<file path="src/rtl/mult_pkg.sv">
// Shared definitions for the shift-and-add multiplier: FSM state encoding
// and the default operand width.
package mult_pkg;

    localparam int DEFAULT_WIDTH = 8;

    typedef enum logic [1:0] {
        ST_IDLE = 2'd0,
        ST_RUN  = 2'd1,
        ST_DONE = 2'd2,
        ST_HOLD = 2'd3
    } mult_state_e;

endpackage

</file>
<file path="src/rtl/add_sub_n.sv">
// N-bit combinational adder/subtractor (two's-complement subtract via invert
// and carry-in); the top result bit is the sign (signed) or carry (unsigned).
module add_sub_n #(
    parameter int N = 9
) (
    input  logic [N-1:0] a,
    input  logic [N-1:0] b,
    input  logic         sub,
    output logic [N-2:0] sum,
    output logic         sign_carry
);

    logic [N-1:0] b_eff;
    logic [N-1:0] result;

    always_comb begin
        // NOTE: every variable assigned in always_comb gets a value on every
        // path (here unconditionally), otherwise a latch is inferred.
        b_eff  = sub ? ~b : b;
        result = a + b_eff + {{(N-1){1'b0}}, sub};
    end

    assign sum        = result[N-2:0];
    assign sign_carry = result[N-1];

endmodule

</file>
<file path="src/rtl/shift_add_multiplier.sv">
// Sequential shift-and-add multiplier: one partial product per clock over an
// X:A:B register chain, signed (subtract on the sign bit) or unsigned.
module shift_add_multiplier
    import mult_pkg::*;
#(
    parameter int WIDTH = DEFAULT_WIDTH
) (
    input  logic               Clk,
    input  logic               Reset_n,
    input  logic               Start,
    input  logic               Signed_En,
    input  logic [WIDTH-1:0]   Multiplicand,
    input  logic [WIDTH-1:0]   Multiplier,
    output logic               Busy,
    output logic               Done,
    output logic [2*WIDTH-1:0] Product,
    output logic               X
);

    localparam int CNT_W = $clog2(WIDTH);
    localparam logic [CNT_W-1:0] LAST = CNT_W'(WIDTH - 1);

    localparam logic [1:0] IDLE = ST_IDLE;
    localparam logic [1:0] RUN  = ST_RUN;
    localparam logic [1:0] DONE = ST_DONE;
    localparam logic [1:0] HOLD = ST_HOLD;

    logic [1:0]       state_q, state_d;
    logic [CNT_W-1:0] cnt_q;
    logic [WIDTH-1:0] a_q, b_q, s_q;
    logic             x_q;
    logic             signed_q;

    logic             load;
    logic             do_sub;
    logic [WIDTH:0]   acc_op, s_ext;
    logic [WIDTH-1:0] sum_lo;
    logic             sum_msb;
    logic             pre_x;
    logic [WIDTH-1:0] pre_a;
    logic             x_next;
    logic [WIDTH-1:0] a_next, b_next;

    assign load = (state_q == IDLE) && Start;

    always_comb begin
        state_d = state_q;
        case (state_q)
            IDLE:    if (Start) state_d = RUN;
            RUN:     if (cnt_q == LAST) state_d = DONE;
            DONE:    state_d = Start ? HOLD : IDLE;
            HOLD:    if (!Start) state_d = IDLE;
            default: state_d = IDLE;
        endcase
    end

    // The sign bit of B carries negative weight, so its partial product is
    // subtracted in signed mode.
    assign do_sub = signed_q && (cnt_q == LAST);
    assign acc_op = {x_q, a_q};
    assign s_ext  = {signed_q & s_q[WIDTH-1], s_q};

    add_sub_n #(.N(WIDTH + 1)) u_add_sub (
        .a          (acc_op),
        .b          (s_ext),
        .sub        (do_sub),
        .sum        (sum_lo),
        .sign_carry (sum_msb)
    );

    assign pre_x = b_q[0] ? sum_msb : x_q;
    assign pre_a = b_q[0] ? sum_lo  : a_q;

    // Signed: arithmetic shift keeps X. Unsigned: X (the carry) drops into A
    // and X clears, which is a logical shift of the full chain.
    assign x_next = signed_q ? pre_x : 1'b0;
    assign a_next = {pre_x, pre_a[WIDTH-1:1]};
    assign b_next = {pre_a[0], b_q[WIDTH-1:1]};

    always_ff @(posedge Clk or negedge Reset_n) begin
        if (!Reset_n) begin
            // NOTE: the datapath registers are reset too, because the
            // Product and X outputs are driven straight from them.
            state_q  <= IDLE;
            cnt_q    <= '0;
            a_q      <= '0;
            b_q      <= '0;
            s_q      <= '0;
            x_q      <= 1'b0;
            signed_q <= 1'b0;
        end else begin
            // NOTE: non-blocking assignments so every register samples the
            // pre-edge value of the others, independent of statement order.
            state_q <= state_d;
            if (load) begin
                cnt_q    <= '0;
                a_q      <= '0;
                b_q      <= Multiplier;
                s_q      <= Multiplicand;
                x_q      <= 1'b0;
                signed_q <= Signed_En;
            end else if (state_q == RUN) begin
                cnt_q <= cnt_q + 1'b1;
                a_q   <= a_next;
                b_q   <= b_next;
                x_q   <= x_next;
            end
        end
    end

    assign Busy    = (state_q == RUN);
    assign Done    = (state_q == DONE);
    assign Product = {a_q, b_q};
    assign X       = x_q;

endmodule
</file>
<file path="config.mk">
export PLATFORM = sky130hd
export DESIGN_NAME = shift_add_multiplier
export DESIGN_NICKNAME = d
export VERILOG_FILES = /design/src/rtl/mult_pkg.sv /design/src/rtl/add_sub_n.sv /design/src/rtl/shift_add_multiplier.sv
export SDC_FILE = /design/constraint.sdc
export NUM_CORES = 1
export LEC_CHECK = 0
export CAP_MARGIN = 20
export CORE_AREA = 2 2 71 59
export CTS_BUF_LIST = sky130_fd_sc_hd__clkbuf_2 sky130_fd_sc_hd__clkbuf_4 sky130_fd_sc_hd__clkbuf_8
export DETAILED_ROUTE_END_ITERATION = 8
export DIE_AREA = 0 0 73 61
export GPL_TIMING_DRIVEN = 0
export HOLD_SLACK_MARGIN = 0.06
export PLACE_DENSITY = 0.89
export RECOVER_POWER = 25
export SYNTH_ARGS = -nofsm -noshare
export SYNTH_HDL_FRONTEND = slang
export SYNTH_SLANG_ARGS = --single-unit
</file>
<file path="constraint.sdc">
create_clock -name Clk -period 3.65 [get_ports Clk]
set_input_delay 0.73 -clock Clk [delete_from_list [all_inputs] [get_ports Clk]]
set_output_delay 0.73 -clock Clk [all_outputs]
set_load 0.005 [all_outputs]
</file>
==> run_results.csv, run 1 <==
group,metric,value,unit
logic_synthesis,synth_cell_types,38,
critical_path,ff2ff_path_depth,10,
final_layout,drive_gt1_frac,0.100,
logic_synthesis,netlist_instances,182,
die,core_area,0.00373,mm^2
global_route,grt_pass1_vias,1434,
sta,setup_viol,0,
critical_path,r2r_end,"X",
sta,relSlewSlack,0.290,
cts,clk_latency,290,ps
power_and_ir_drop,p_per_area,914,mW/mm^2
critical_path,end_kind,"register",
detailed_routing,first_iter_violations,116,
placement,post-place-ws,645,ps
sta,fin_hold_ws,505,ps
critical_path,r2r_start,"cnt_q[0]",
critical_path,crit_path_start_kind,"register",
die,initial_core_util,0.485,
detailed_routing,viasPerCell,5.58,
hold_path,min_to,"cnt_q[0]",
die,dieArea,0.00445,mm^2
hold_path,hold_depth,1,
hold_path,hold_path_class,"reg2reg",
placement,gp_congestion,0.834,
cts,cts_resized,0,
critical_path,worst-setup-path-type,"reg2reg",
detailed_routing,vias,1524,
die,die_height,61,um
logic_synthesis,async_reset_ff_frac,1.00,
sta,fin_worst_skew,7.52,ps
logic_synthesis,yosysWarnings,0,
detailed_routing,ant_nets,0,
logic_synthesis,seq_area_frac_synth,0.429,
run,drv_cap,0,
logic_synthesis,netlist_area,0.00181,mm^2
die,die_width,73,um
critical_path,reg2reg_slack,620,ps
cts,cts_buffer_depth,2,
cts,cts_tree,"built",
logic_synthesis,synth-edff-count,0,
placement,dp_hpwl,3.02,mm
global_route,grt_max_degree,21,
global_route,grt_overflow_total,0,
placement,place_area,0.00227,mm^2
final_layout,diodes,0,
sta,setup_slack,622,ps
critical_path,cp.required,3830,ps
global_route,grt_usage,0.202,
critical_path,arrival,3210,ps
cts,root_buffer,"clkbuf_8",
sta,max_freq,0.330,GHz
cts,cts_buffers,5,
hold_path,min_from,"cnt_q[0]",
detailed_routing,dr.pass1.iters,4,
cts,clk_pin_slew_worst_paths,60,ps
logic_synthesis,synth_ff_type,"dfrtp_1",
power_and_ir_drop,ir_drop,0.456,mV
cts,hold_buffers,0,
sta,hold_viol_final,0,
sta,grt_setup_unrepaired,"false",
logic_synthesis,ys_seq_elements,31,
detailed_routing,routed_wl,3.98,mm
sta,finalCriticalPeriod,3030,ps
cts,post_cts_buffers,0,
final_layout,syn_to_final_growth,30.0,%
die,num_rows,20,
sta,fin_setup_tns,0,ps
run_status,outcome,"finished clean",
placement,io_buffers,38,
logic_synthesis,avgSynthCellArea,9.93,um^2
global_route,antenna_found_initial,0,
sta,min_period_over_period,0.830,
critical_path,critPathMaxFanout,7,
sta,worst_pin_slew,1070,ps
global_route,grt_pass1_wl,6.62,mm
detailed_routing,drc,0,
final_layout,final_area,0.00235,mm^2
sta,slew_violations,0,
cts,htree_num_levels,2,
final_layout,final_nets,258,
detailed_routing,wl_per_cell,14.6,um
logic_synthesis,syn_nets,212,
cts,clkSinkCount,31,
power_and_ir_drop,leakage,1.02,nW
die,num_io_pins,39,
cell usage after synthesis, types with 2 or more instances:
cell      count  share of area
ha_1          9          0.062
a21o_1        4          0.017
nand2_1      23          0.048
nand2b_1      2         0.0069
nand3_1       3         0.0083
dfrtp_1      31           0.43
inv_1         3         0.0062
a22o_1        3          0.015
o21bai_1      2         0.0083
a22oi_1       6          0.025
o21ai_1       9          0.025
mux2_2        9          0.056
a32oi_1       3          0.015
nor3_1        3         0.0083
a221o_1       2          0.011
a21oi_1       9          0.025
nor2_1        4         0.0083
clkbuf_1      6          0.012
mux2i_1       3          0.017
a21oi_2       2         0.0097
xor2_1        3          0.015
xnor2_1      11          0.053
o21ai_0      10          0.028
nor2b_1       8          0.028
layer usage:
layer  global-route usage  part of all wire
met5                    0                 0
met4               0.0794             0.014
met3               0.0731             0.044
met2                0.308              0.46
met1                0.266              0.48
logic make-up (layout without fill, tap and decap cells):
logic type / Yosys count / in the layout / synth area share
AO/OA/AOI/OAI: 55 / 55 / 0.203
AND/OR/NAND/NOR: 49 / 49 / 0.130
flip-flops: 31 / 31 / 0.429
XOR/XNOR: 14 / 14 / 0.0678
multiplexers: 12 / 12 / 0.0727
buffers and inverters: 11 / 58 / 0.0235
adder cells (fa/ha/maj): 10 / 10 / 0.0734
placed cells by master (no fill, tap or decap), types with 2 or more instances in the layout:
cell / synthesis / final
clkdlybuf4s50_1: 0 / 37
dfrtp_1: 31 / 31
nand2_1: 23 / 23
xnor2_1: 11 / 11
o21ai_0: 10 / 10
a21oi_1: 9 / 9
o21ai_1: 9 / 9
mux2_2: 9 / 9
ha_1: 9 / 9
nor2b_1: 8 / 8
clkbuf_1: 6 / 7
clkbuf_8: 0 / 7
a22oi_1: 6 / 6
nor2_1: 4 / 4
a21o_1: 4 / 4
a22o_1: 3 / 3
nand3_1: 3 / 3
xor2_1: 3 / 3
inv_1: 3 / 3
nor3_1: 3 / 3
mux2i_1: 3 / 3
a32oi_1: 3 / 3
nand2b_1: 2 / 2
o21bai_1: 2 / 2
a21oi_2: 2 / 2
a221o_1: 2 / 2
per-stage QoR:
step           std cells  utilization  power, mW
2_1_floorplan        182            -       1.45
6_report             273        0.631       2.15
3_3_place_gp         264        0.602       1.80
3_5_place_dp         265        0.609       1.85
4_1_cts              273        0.637       2.16
5_1_grt              273        0.631       2.34
worst max-delay path: stages, from the launching register on:
cell	delay, ps
dfrtp_1	390
ha_1	210
ha_1	250
nand2_1	330
xnor2_1	170
fa_1	450
nand3_1	150
a211oi_2	100
nor4_1	470
nor4b_1	110
a221o_1	270
worst max path at each step:
| stage | from | endpoint | slack [ps] | cells past startpoint |
|---|---|---|---|---|
| floorplan | cnt_q[0] | X | 940 | 10 |
| global placement | cnt_q[0] | X | 710 | 10 |
| detailed placement | cnt_q[0] | X | 640 | 10 |
| CTS | cnt_q[0] | X | 630 | 10 |
| global route | cnt_q[0] | a_q[7] | 490 | 10 |
| finish | cnt_q[0] | X | 620 | 10 |
registers in the layout (all words and copies together), names as in the netlist:
signal,count
X,1
a_q,8
b_q,8
cnt_q,3
s_q,8
signed_q,1
state_q,2
final cells by class:
cell class	instances	area, um^2
Timing Repair Buffer	39	384
Sequential cell	31	776
Multi-Input combinational cell	140	990
Fill cell	302	1380
Tap cell	44	55.1
Inverter	4	15.0
Clock buffer	8	104
Buffer	7	27.5
report_power, final:
| group | switching, mW | internal (mW) |
|---|---|---|
| registers | 0.156 | 0.507 |
| logic | 0.576 | 0.603 |
| clock network | 0.127 | 0.179 |
| total | 0.859 | 1.29 |
No activity file was read; power rests on OpenSTA's default activity.
==> run 2: changes to the inputs <==
clock period = 3.05 ns   (was 3.65 ns; I/O delays follow)
==> run_results.csv, run 2 (synthesis results as in run 1) <==
group,metric,value,unit
run_status,outcome,"finished clean",
critical_path,cp_cell_sequence,"ha_1 -> ha_1 -> nand2_2 -> xnor2_1 -> fa_1 -> nand3_1 -> a211oi_2 -> nor4_1 -> nor4b_1 -> a221o_1",
critical_path,critPathMaxFanout,7,
global_route,grt_max_degree,21,
sta,grt_setup_unrepaired,"false",
critical_path,reg2reg_slack,170,ps
global_route,grt_pass1_vias,1434,
critical_path,ff2ff_path_depth,10,
detailed_routing,viasPerCell,5.63,
critical_path,end_kind,"register",
final_layout,final_nets,258,
detailed_routing,vias,1536,
power_and_ir_drop,ir_drop,0.546,mV
sta,hold_viol_final,0,
global_route,antenna_found_initial,0,
cts,hold_buffers,0,
die,die_height,61,um
critical_path,crit_buf_inv,0,
critical_path,arrival,3060,ps
critical_path,cp_slowest_stage_delay,460,ps
power_and_ir_drop,p_per_area,1100,mW/mm^2
critical_path,crit_start,"cnt_q[0]",
placement,dp_hpwl,3.02,mm
cts,clk_pin_slew_worst_paths,70,ps
sta,worst_pin_slew,1070,ps
power_and_ir_drop,leakage,1.02,nW
die,die_width,73,um
global_route,grt_usage,0.202,
critical_path,r2r_end,"X",
final_layout,reg_top3,"a_q x8, b_q x8, s_q x8",
cts,post_cts_buffers,0,
placement,gp_congestion,0.834,
hold_path,hold_path_class,"reg2reg",
placement,place_inst,265,
critical_path,crit_cells,10,
cts,root_buffer,"clkbuf_8",
cts,cts_buffer_depth,2,
die,num_io_pins,39,
cts,clkSinkCount,31,
critical_path,endpoint,"X",
final_layout,stdcell_count,273,
sta,fin_setup_tns,0,ps
run,drv_cap,0,
sta,relSlewSlack,0.285,
die,core_area,0.00373,mm^2
final_layout,syn_to_final_growth,30.2,%
critical_path,crit_path_start_kind,"register",
critical_path,worst-setup-path-type,"reg2reg",
cts,cts_buffers,5,
sta,fin_worst_skew,7.18,ps
detailed_routing,ant_nets,0,
detailed_routing,dr.pass1.iters,4,
final_layout,layout_common_cells,"clkdlybuf4s50_1 (37), dfrtp_1 (31), nand2_1 (22)",
detailed_routing,wl_per_cell,14.7,um
final_layout,final_common_cell,"clkdlybuf4s50_1",
detailed_routing,routed_wl,4.02,mm
placement,place_area,0.00227,mm^2
cts,htree_num_levels,2,
critical_path,cp.required,3230,ps
die,dieArea,0.00445,mm^2
global_route,grt_overflow_total,0,
final_layout,drive_gt1_frac,0.105,
sta,finalCriticalPeriod,2880,ps
critical_path,crit_path_frequent_cell,"ha_1",
die,num_rows,20,
global_route,grt_pass1_wl,6.62,mm
detailed_routing,first_iter_violations,101,
final_layout,nFillCells,302,
critical_path,crit_family,"simple AND/OR/NAND/NOR gates",
detailed_routing,drc,0,
sta,min_period_over_period,0.944,
hold_path,min_from,"cnt_q[1]",
critical_path,slowest_stage,"nor4_1",
cts,cts_resized,0,
cts,clk_latency,290,ps
sta,slew_violations,0,
sta,setup_viol,0,
critical_path,r2r_start,"cnt_q[0]",
final_layout,diodes,0,
die,initial_core_util,0.485,
sta,max_freq,0.347,GHz
placement,io_buffers,38,
cts,cts_tree,"built",
final_layout,final_area,0.00235,mm^2
## run 2: cell count changes in the layout (fill, tap and decap cells not counted)
| cell | delta |
|---|---|
| nand2_2 | +1 |
| nand2_1 | -1 |
## run 2: where the power goes
group | total [mW] | switching (mW) | internal (mW)
sequential | 0.796 | 0.189 | 0.607
combinational | 1.42 | 0.693 | 0.722
clock | 0.369 | 0.154 | 0.215
## run 2: final cells by class
type / count / area (um^2) / area share
plain buffers: 7 / 27.5 / 0.0117
clock buffers: 8 / 104 / 0.0441
inverters: 4 / 15.0 / 0.00638
multi-input cells: 140 / 992 / 0.422
flip-flops and latches: 31 / 776 / 0.330
well taps: 44 / 55.1 / 0.0234
repair buffers: 39 / 384 / 0.163
## run 2: worst min-delay path by stage
stage	to	slack [ps]	cells after the start
final	cnt_q[1]	500	1
after global placement	cnt_q[1]	490	1
after CTS	cnt_q[1]	510	1
after detailed placement	cnt_q[1]	490	1
after global routing	cnt_q[2]	540	1
after floorplan	X	310	0
## run 2: metal layers
metal  vias up  global-route usage  share of wire  wire length [um]
met4         0              0.0794          0.015                61
met3         5              0.0731          0.043               174
met1       746               0.266           0.49              1970
met5         -                   0              0                 0
met2        31               0.308           0.45              1820
li1        754                   -              -                 -
## run 2: per-stage QoR
step	utilization	hold WS, ps	setup WS, ps	power, mW
2_1_floorplan	-	314	343	1.73
3_3_place_gp	0.602	491	105	2.15
3_5_place_dp	0.609	486	44.6	2.21
4_1_cts	0.637	508	34.9	2.59
5_1_grt	0.631	538	38.3	2.80
6_report	0.631	505	169	2.58
